`src/rtl/rsv_stable_issue_if.sv`:
```
// rtl/rsv_stable_issue_if.sv - dispatch, wakeup, scoreboard and issue signals of the stable-pipe reservation station
interface rsv_stable_issue_if #(
  parameter int DEPTH     = 4,
  parameter int PIP_BITS  = 3,
  parameter int PREG_BITS = 6,
  parameter int PAYLOAD_W = 32
);
  logic                         disp_valid;
  logic                         disp_ready;
  logic [PIP_BITS-1:0]          disp_pipe;
  logic [PREG_BITS-1:0]         disp_rs1;
  logic [PREG_BITS-1:0]         disp_rs2;
  logic                         disp_rs1_rdy;
  logic                         disp_rs2_rdy;
  logic [PREG_BITS-1:0]         disp_rd;
  logic [PAYLOAD_W-1:0]         disp_payload;
  logic                         wb_valid;
  logic [PREG_BITS-1:0]         wb_preg;
  logic [PIP_BITS-1:0]          scb_search_pip;
  logic                         scb_available;
  logic                         scb_req;
  logic                         iss_valid;
  logic                         iss_ready;
  logic [PIP_BITS-1:0]          iss_pipe;
  logic [PREG_BITS-1:0]         iss_rd;
  logic [PAYLOAD_W-1:0]         iss_payload;
  logic                         flush;
  logic [$clog2(DEPTH+1)-1:0]   occupancy;

  // master is the surrounding pipeline; slave is the station itself
  modport master (
    output disp_valid, disp_pipe, disp_rs1, disp_rs2, disp_rs1_rdy, disp_rs2_rdy,
           disp_rd, disp_payload, wb_valid, wb_preg, scb_available, iss_ready, flush,
    input  disp_ready, scb_search_pip, scb_req, iss_valid, iss_pipe, iss_rd,
           iss_payload, occupancy
  );

  modport slave (
    input  disp_valid, disp_pipe, disp_rs1, disp_rs2, disp_rs1_rdy, disp_rs2_rdy,
           disp_rd, disp_payload, wb_valid, wb_preg, scb_available, iss_ready, flush,
    output disp_ready, scb_search_pip, scb_req, iss_valid, iss_pipe, iss_rd,
           iss_payload, occupancy
  );
endinterface

```
`src/rtl/rsv_stable_issue.sv`:
```
// rtl/rsv_stable_issue.sv - collapsing-queue reservation station issuing oldest ready micro-op to a stable pipe
module rsv_stable_issue #(
  parameter logic [2:0] RSV_ID    = 3'b0,
  parameter int         DEPTH     = 4,
  parameter int         PIP_BITS  = 3,
  parameter int         PREG_BITS = 6,
  parameter int         PAYLOAD_W = 32
) (
  input logic               clk,
  input logic               rst,
  rsv_stable_issue_if.slave bus
);
  localparam int CNT_W = $clog2(DEPTH + 1);

  if (DEPTH < 2 || DEPTH > 16 || $bits(RSV_ID) != 3) begin : g_param_check
    $error("rsv_stable_issue: DEPTH must be 2..16");
  end

  typedef struct packed {
    logic [PIP_BITS-1:0]  pipe;
    logic [PREG_BITS-1:0] rs1;
    logic                 rs1_rdy;
    logic [PREG_BITS-1:0] rs2;
    logic                 rs2_rdy;
    logic [PREG_BITS-1:0] rd;
    logic [PAYLOAD_W-1:0] payload;
  } entry_t;

  entry_t           q   [DEPTH];
  entry_t           q_n [DEPTH];
  logic [CNT_W-1:0] count;
  logic [CNT_W-1:0] count_n;
  logic [CNT_W-1:0] sel;
  logic [CNT_W-1:0] wr_idx;
  entry_t           sel_e;
  entry_t           new_e;
  logic             found;
  logic             fire;
  logic             accept;

  // Oldest ready entry wins: scan from the top so the lowest index is assigned last
  always_comb begin
    found = 1'b0;
    sel   = '0;
    sel_e = '0;
    for (int i = DEPTH - 1; i >= 0; i--) begin
      if (CNT_W'(i) < count && q[i].rs1_rdy && q[i].rs2_rdy) begin
        found = 1'b1;
        sel   = CNT_W'(i);
        sel_e = q[i];
      end
    end
  end

  assign bus.scb_search_pip = found ? sel_e.pipe : '0;
  assign bus.iss_valid      = found & bus.scb_available & ~bus.flush;
  assign bus.iss_pipe       = bus.iss_valid ? sel_e.pipe    : '0;
  assign bus.iss_rd         = bus.iss_valid ? sel_e.rd      : '0;
  assign bus.iss_payload    = bus.iss_valid ? sel_e.payload : '0;
  assign fire               = bus.iss_valid & bus.iss_ready;
  assign bus.scb_req        = fire;
  assign bus.disp_ready     = (count < CNT_W'(DEPTH)) & ~bus.flush & ~rst;
  assign accept             = bus.disp_valid & bus.disp_ready;
  assign bus.occupancy      = count;
  assign wr_idx             = count - CNT_W'(fire);

  // Incoming entry snoops the same-cycle broadcast so it is not left waiting forever
  always_comb begin
    new_e         = '0;
    new_e.pipe    = bus.disp_pipe;
    new_e.rs1     = bus.disp_rs1;
    new_e.rs2     = bus.disp_rs2;
    new_e.rd      = bus.disp_rd;
    new_e.payload = bus.disp_payload;
    new_e.rs1_rdy = bus.disp_rs1_rdy | (bus.wb_valid & (bus.wb_preg == bus.disp_rs1));
    new_e.rs2_rdy = bus.disp_rs2_rdy | (bus.wb_valid & (bus.wb_preg == bus.disp_rs2));
  end

  always_comb begin
    q_n     = q;
    count_n = count + CNT_W'(accept) - CNT_W'(fire);
    for (int i = 0; i < DEPTH; i++) begin
      if (bus.wb_valid && CNT_W'(i) < count) begin
        if (q[i].rs1 == bus.wb_preg) q_n[i].rs1_rdy = 1'b1;
        if (q[i].rs2 == bus.wb_preg) q_n[i].rs2_rdy = 1'b1;
      end
    end
    if (fire) begin
      for (int i = 0; i < DEPTH - 1; i++) begin
        if (CNT_W'(i) >= sel) q_n[i] = q_n[i + 1];
      end
      q_n[DEPTH - 1] = '0;
    end
    for (int i = 0; i < DEPTH; i++) begin
      if (accept && CNT_W'(i) == wr_idx) q_n[i] = new_e;
    end
    if (bus.flush) begin
      count_n = '0;
      for (int i = 0; i < DEPTH; i++) q_n[i] = '0;
    end
  end

  always_ff @(posedge clk or posedge rst) begin
    if (rst) begin
      count <= '0;
      for (int i = 0; i < DEPTH; i++) q[i] <= '0;
    end else begin
      count <= count_n;
      q     <= q_n;
    end
  end
endmodule

```
`src/flat_wrapper.sv`:
```
// flat-port wrapper written by rule: the top's interface ports become plain ports
module rsv_stable_issue_flat 
#(
  parameter logic [2:0] RSV_ID    = 3'b0,
  parameter int         DEPTH     = 4,
  parameter int         PIP_BITS  = 3,
  parameter int         PREG_BITS = 6,
  parameter int         PAYLOAD_W = 32
)
  (clk, rst, bus_disp_valid, bus_disp_pipe, bus_disp_rs1, bus_disp_rs2, bus_disp_rs1_rdy, bus_disp_rs2_rdy, bus_disp_rd, bus_disp_payload, bus_wb_valid, bus_wb_preg, bus_scb_available, bus_iss_ready, bus_flush, bus_disp_ready, bus_scb_search_pip, bus_scb_req, bus_iss_valid, bus_iss_pipe, bus_iss_rd, bus_iss_payload, bus_occupancy);
  rsv_stable_issue_if #(.DEPTH(DEPTH), .PIP_BITS(PIP_BITS), .PREG_BITS(PREG_BITS), .PAYLOAD_W(PAYLOAD_W)) bus_i ();
  input logic clk;
  input logic rst;
  input wire logic [$bits(bus_i.disp_valid)-1:0] bus_disp_valid;
  input wire logic [$bits(bus_i.disp_pipe)-1:0] bus_disp_pipe;
  input wire logic [$bits(bus_i.disp_rs1)-1:0] bus_disp_rs1;
  input wire logic [$bits(bus_i.disp_rs2)-1:0] bus_disp_rs2;
  input wire logic [$bits(bus_i.disp_rs1_rdy)-1:0] bus_disp_rs1_rdy;
  input wire logic [$bits(bus_i.disp_rs2_rdy)-1:0] bus_disp_rs2_rdy;
  input wire logic [$bits(bus_i.disp_rd)-1:0] bus_disp_rd;
  input wire logic [$bits(bus_i.disp_payload)-1:0] bus_disp_payload;
  input wire logic [$bits(bus_i.wb_valid)-1:0] bus_wb_valid;
  input wire logic [$bits(bus_i.wb_preg)-1:0] bus_wb_preg;
  input wire logic [$bits(bus_i.scb_available)-1:0] bus_scb_available;
  input wire logic [$bits(bus_i.iss_ready)-1:0] bus_iss_ready;
  input wire logic [$bits(bus_i.flush)-1:0] bus_flush;
  output wire logic [$bits(bus_i.disp_ready)-1:0] bus_disp_ready;
  output wire logic [$bits(bus_i.scb_search_pip)-1:0] bus_scb_search_pip;
  output wire logic [$bits(bus_i.scb_req)-1:0] bus_scb_req;
  output wire logic [$bits(bus_i.iss_valid)-1:0] bus_iss_valid;
  output wire logic [$bits(bus_i.iss_pipe)-1:0] bus_iss_pipe;
  output wire logic [$bits(bus_i.iss_rd)-1:0] bus_iss_rd;
  output wire logic [$bits(bus_i.iss_payload)-1:0] bus_iss_payload;
  output wire logic [$bits(bus_i.occupancy)-1:0] bus_occupancy;
  assign bus_i.disp_valid = bus_disp_valid;
  assign bus_i.disp_pipe = bus_disp_pipe;
  assign bus_i.disp_rs1 = bus_disp_rs1;
  assign bus_i.disp_rs2 = bus_disp_rs2;
  assign bus_i.disp_rs1_rdy = bus_disp_rs1_rdy;
  assign bus_i.disp_rs2_rdy = bus_disp_rs2_rdy;
  assign bus_i.disp_rd = bus_disp_rd;
  assign bus_i.disp_payload = bus_disp_payload;
  assign bus_i.wb_valid = bus_wb_valid;
  assign bus_i.wb_preg = bus_wb_preg;
  assign bus_i.scb_available = bus_scb_available;
  assign bus_i.iss_ready = bus_iss_ready;
  assign bus_i.flush = bus_flush;
  assign bus_disp_ready = bus_i.disp_ready;
  assign bus_scb_search_pip = bus_i.scb_search_pip;
  assign bus_scb_req = bus_i.scb_req;
  assign bus_iss_valid = bus_i.iss_valid;
  assign bus_iss_pipe = bus_i.iss_pipe;
  assign bus_iss_rd = bus_i.iss_rd;
  assign bus_iss_payload = bus_i.iss_payload;
  assign bus_occupancy = bus_i.occupancy;
  rsv_stable_issue #(.RSV_ID(RSV_ID), .DEPTH(DEPTH), .PIP_BITS(PIP_BITS), .PREG_BITS(PREG_BITS), .PAYLOAD_W(PAYLOAD_W)) u_core (.clk(clk), .rst(rst), .bus(bus_i));
endmodule
```
`config.mk`:
```
export PLATFORM = sky130hd
export DESIGN_NAME = rsv_stable_issue_flat
export DESIGN_NICKNAME = d
export VERILOG_FILES = /design/src/rtl/rsv_stable_issue_if.sv /design/src/rtl/rsv_stable_issue.sv /design/src/flat_wrapper.sv
export SDC_FILE = /design/constraint.sdc
export NUM_CORES = 1
export LEC_CHECK = 0
export ABC_CLOCK_PERIOD_IN_PS = 10850
export BUFFER_PORTS_ARGS = -buffer_cell sky130_fd_sc_hd__buf_2
export CAP_MARGIN = 20
export CORE_ASPECT_RATIO = 1.4
export CORE_UTILIZATION = 40
export CTS_CLUSTER_SIZE = 8
export DETAILED_ROUTE_END_ITERATION = 7
export REMOVE_ABC_BUFFERS = 1
export SLEW_MARGIN = 20
export SYNTH_ARGS = -nofsm -noshare
export SYNTH_HDL_FRONTEND = slang
export SYNTH_SLANG_ARGS = --single-unit
```
`constraint.sdc`:
```
create_clock -name clk -period 10.85 [get_ports clk]
set_input_delay 2.17 -clock clk [delete_from_list [all_inputs] [get_ports clk]]
set_output_delay 2.17 -clock clk [all_outputs]
set_load 0.02 [all_outputs]
```
==> results.json <==
{
  "worst-endpoint-required_ns": 8.68,
  "final-max-slew-violation-count": 0,
  "design.portCount": 118,
  "yosys_warnings": 0,
  "hold_class": "reg -> reg",
  "grt.total_usage_pct": 24.64,
  "syn_to_final_growth_pct": 11.81,
  "wire_length_of_the_first_global_routing_pass_mm": 62.82,
  "synthesis.area_um2": 12590,
  "antenna_violations_before_repair": 2,
  "layout.cells.non_filler": 1929,
  "die_outline_area_um2": 32210,
  "yosysTopAreaCellShare_pct": 44.31,
  "vias_post_dr": 11260,
  "timing.critical_path.arrival_ns": 4.31,
  "worstPathMaxFanout": 71,
  "tightest_slew_ns": 1.131,
  "cts.repair_timing.setup_buffer_count": 0,
  "multi_input_comb_area_um2": 6275,
  "grt_use_met2_pct": 43.25,
  "die_height_um": 212.0,
  "placement_rows": 76,
  "critical_path.startpoint_type": "input pin",
  "detail_route.vias_per_cell": 5.838,
  "mostFrequentLayoutCells": "288 x sky130_fd_sc_hd__nand2_1, 223 x sky130_fd_sc_hd__dfrtp_1, 132 x sky130_fd_sc_hd__o21ai_0, 116 x sky130_fd_sc_hd__buf_2, 111 x sky130_fd_sc_hd__a21oi_1",
  "max_clock_freq_mhz": 154.4,
  "synth_xor_xnor_area_share_pct": 4.242,
  "p_per_area_nw_per_um2": 138.3,
  "yosys.area_share.simple_pct": 21.38,
  "worstSetupPathType": "in -> out",
  "grt_busiest_layer": "met2",
  "final-hold-violation-count": 0,
  "synth.ff_latch_count": 223,
  "route.final.wire_length_mm": 39.36,
  "synth_edf_count": 0,
  "endpoint_kind": "output port",
  "detailedRoute.firstIterationViolations": 819,
  "drc": 32,
  "synth_mux_area_share_pct": 0,
  "ys_seq_area_share_pct": 44.31,
  "post-route-min-period_ns": 6.477,
  "post_drt_wl_per_cell_um": 20.40,
  "final.setup.tns_ns": 0,
  "ys_async_sr_fraction_pct": 100.0,
  "first_global_vias": 11160,
  "die_w_um": 152.0,
  "cts_htree_levels": 1,
  "post_synth_fa_ha_maj_area_fraction_pct": 0.6557,
  "postRouteAntennaNets": 0,
  "worst_ir_drop_vdd_mv": 0.1180,
  "gr-total-overflow": 0,
  "synth_cell_type_count": 46,
  "final_net_count": 1613,
  "grt.met1_usage_pct": 31.58,
  "clock_tree.buffer_depth": 3,
  "cts_made_buffers": 31,
  "layout-drive-gt1-share_pct": 12.16,
  "maxCapViolCount": 0,
  "cts_sinks": 223,
  "clkLatencyLatePin_ns": 0.56,
  "path_clk_slew_ns": 0.05,
  "cts_resized": 0,
  "layout.cells.most_common": "sky130_fd_sc_hd__nand2_1",
  "post-synth-top-area-cell": "sky130_fd_sc_hd__dfrtp_1",
  "violated_checks": "DRC",
  "grt_util_met3_pct": 3.112,
  "globalplace.congestion": 0.8427,
  "io_buffer_count": 117,
  "report.final.setup_viol": 0,
  "netlist_top_cells_area": "sky130_fd_sc_hd__dfrtp_1 44%, sky130_fd_sc_hd__nand2_1 8.6%, sky130_fd_sc_hd__o21ai_0 5.2%",
  "layout.area.seq_um2": 5580,
  "timing.max_slew.rel_slack_pct": 24.61,
  "grt_start_max_net_pins": 111,
  "initial_core_util_pct": 40.75,
  "compound_cell_area_share_of_the_yosys_netlist_pct": 22.86,
  "leakage_nw": 6.195,
  "cts_tree": "done",
  "fin_worst_skew_ns": 0.008488,
  "final_min_period_over_clock_period_pct": 59.69,
  "setup_repair_after_global_routing_missed_its_margin": "no",
  "final_core_utilization_pct": 45.57,
  "cts_hold_repair.buffers": 0,
  "placedCellCount": 1894,
  "final.fill_count": 3050,
  "dr.pass1.iters": 7,
  "post_synth_inst_count": 1511,
  "hpwl_after_detailed_placement_mm": 22.13,
  "outcome": "complete, but fails checks",
  "worst_hold_slack_ns": 0.5426,
  "main_combinational_cell_family_by_area_after_synthesis": "compound AO/OA/AOI/OAI gates",
  "syn-mean-instance-area_um2": 8.335,
  "synth_top_flop_cell": "sky130_fd_sc_hd__dfrtp_1",
  "core_area_um2": 30900,
  "cts.root.buffer_cell": "sky130_fd_sc_hd__clkbuf_16"
}
-- cells in the mapped netlist, types with 3 or more instances --
cell and count:
sky130_fd_sc_hd__nand2_1 288, sky130_fd_sc_hd__dfrtp_1 223, sky130_fd_sc_hd__o21ai_0 132, sky130_fd_sc_hd__a21oi_1 112
sky130_fd_sc_hd__clkbuf_1 101, sky130_fd_sc_hd__and3_1 90, sky130_fd_sc_hd__nor3b_1 53, sky130_fd_sc_hd__inv_1 48
sky130_fd_sc_hd__nor3_1 43, sky130_fd_sc_hd__o21a_1 42, sky130_fd_sc_hd__a211oi_1 38, sky130_fd_sc_hd__o22ai_1 38
sky130_fd_sc_hd__xor2_1 37, sky130_fd_sc_hd__o311ai_0 34, sky130_fd_sc_hd__nor2_1 30, sky130_fd_sc_hd__buf_2 27
sky130_fd_sc_hd__nand3_1 26, sky130_fd_sc_hd__o21ai_1 25, sky130_fd_sc_hd__xnor2_1 24, sky130_fd_sc_hd__a31oi_1 15
sky130_fd_sc_hd__buf_4 9, sky130_fd_sc_hd__a41oi_1 8, sky130_fd_sc_hd__o311ai_1 7, sky130_fd_sc_hd__a21o_1 6
sky130_fd_sc_hd__nor4_1 6, sky130_fd_sc_hd__buf_6 5, sky130_fd_sc_hd__ha_1 5, sky130_fd_sc_hd__nand2b_1 5
sky130_fd_sc_hd__nor2b_1 5, sky130_fd_sc_hd__a311oi_1 3, sky130_fd_sc_hd__a41o_1 3, sky130_fd_sc_hd__nor3_2 3
sky130_fd_sc_hd__or3_1 3
-- worst paths after layout --
check	from	slack [ns]	end	cells past startpoint
max	bus_flush	4.37	bus_scb_req	5
min	u_core.q[3]$_DFFE_PP0P_	0.54	u_core.q[3]$_DFFE_PP0P_	2
max reg2reg	u_core.bus.occupancy[2]$_DFF_PP0_	6.32	u_core.q[210]$_DFF_PP0_	13
min reg2reg	u_core.q[3]$_DFFE_PP0P_	0.54	u_core.q[3]$_DFFE_PP0P_	2
max in group asynchronous	rst	7.71	u_core.q[18]$_DFFE_PP0P_	3
min in group asynchronous	rst	1.75	u_core.bus.occupancy[0]$_DFF_PP0_	2
-- report_power, final --
group	switching [W]	internal [W]
sequential	0.0000331	0.000875
clock	0.000349	0.000495
combinational	0.000124	0.0000712
-- layout make-up --
type,instances,share of cell area [%]
multi-input cells,1096,44.56
flip-flops and latches,223,39.63
diodes,1,0.01777
repair buffers,138,5.438
clock buffers,32,5.535
well taps,390,3.465
inverters,49,1.359
-- critical path, cell delays in order --
cell                       delay [ns]
sky130_fd_sc_hd__buf_4           0.67
sky130_fd_sc_hd__buf_4           0.55
sky130_fd_sc_hd__nand3b_1        0.46
sky130_fd_sc_hd__a21oi_1         0.19
sky130_fd_sc_hd__buf_2           0.21
-- through the flow --
stage	total power (W)	instance area, um2	setup slack [ns]
final	0.001947	14080	4.373
after global routing	0.002023	14080	4.252
after global placement	0.001113	13270	3.807
after floorplan	0.001030	11950	2.574
after detailed placement	0.001117	13270	3.714
after CTS	0.001964	14040	4.277
-- registers in the layout, summed over array words and instances (netlist names) --
signal,count
u_core.q,220
u_core.bus.occupancy,3
-- layer usage --
metal / wire length (um) / vias to the layer above
li1: - / 5354
met5: 13 / -
met4: 833 / 2
met2: 19980 / 284
met1: 16730 / 5566
met3: 1804 / 55
-- cells by family (layout without fill, tap and decap cells) --
group / Yosys count / after routing
and+or+nand+nor: 558 / 558
AOI/OAI and AO/OA: 471 / 471
DFF: 223 / 223
buffers and inverters: 192 / 219
xor gates and xnor gates: 61 / 61
adders and majority gates: 6 / 6
other: 0 / 1
No activity file was read; power rests on OpenSTA's default activity.
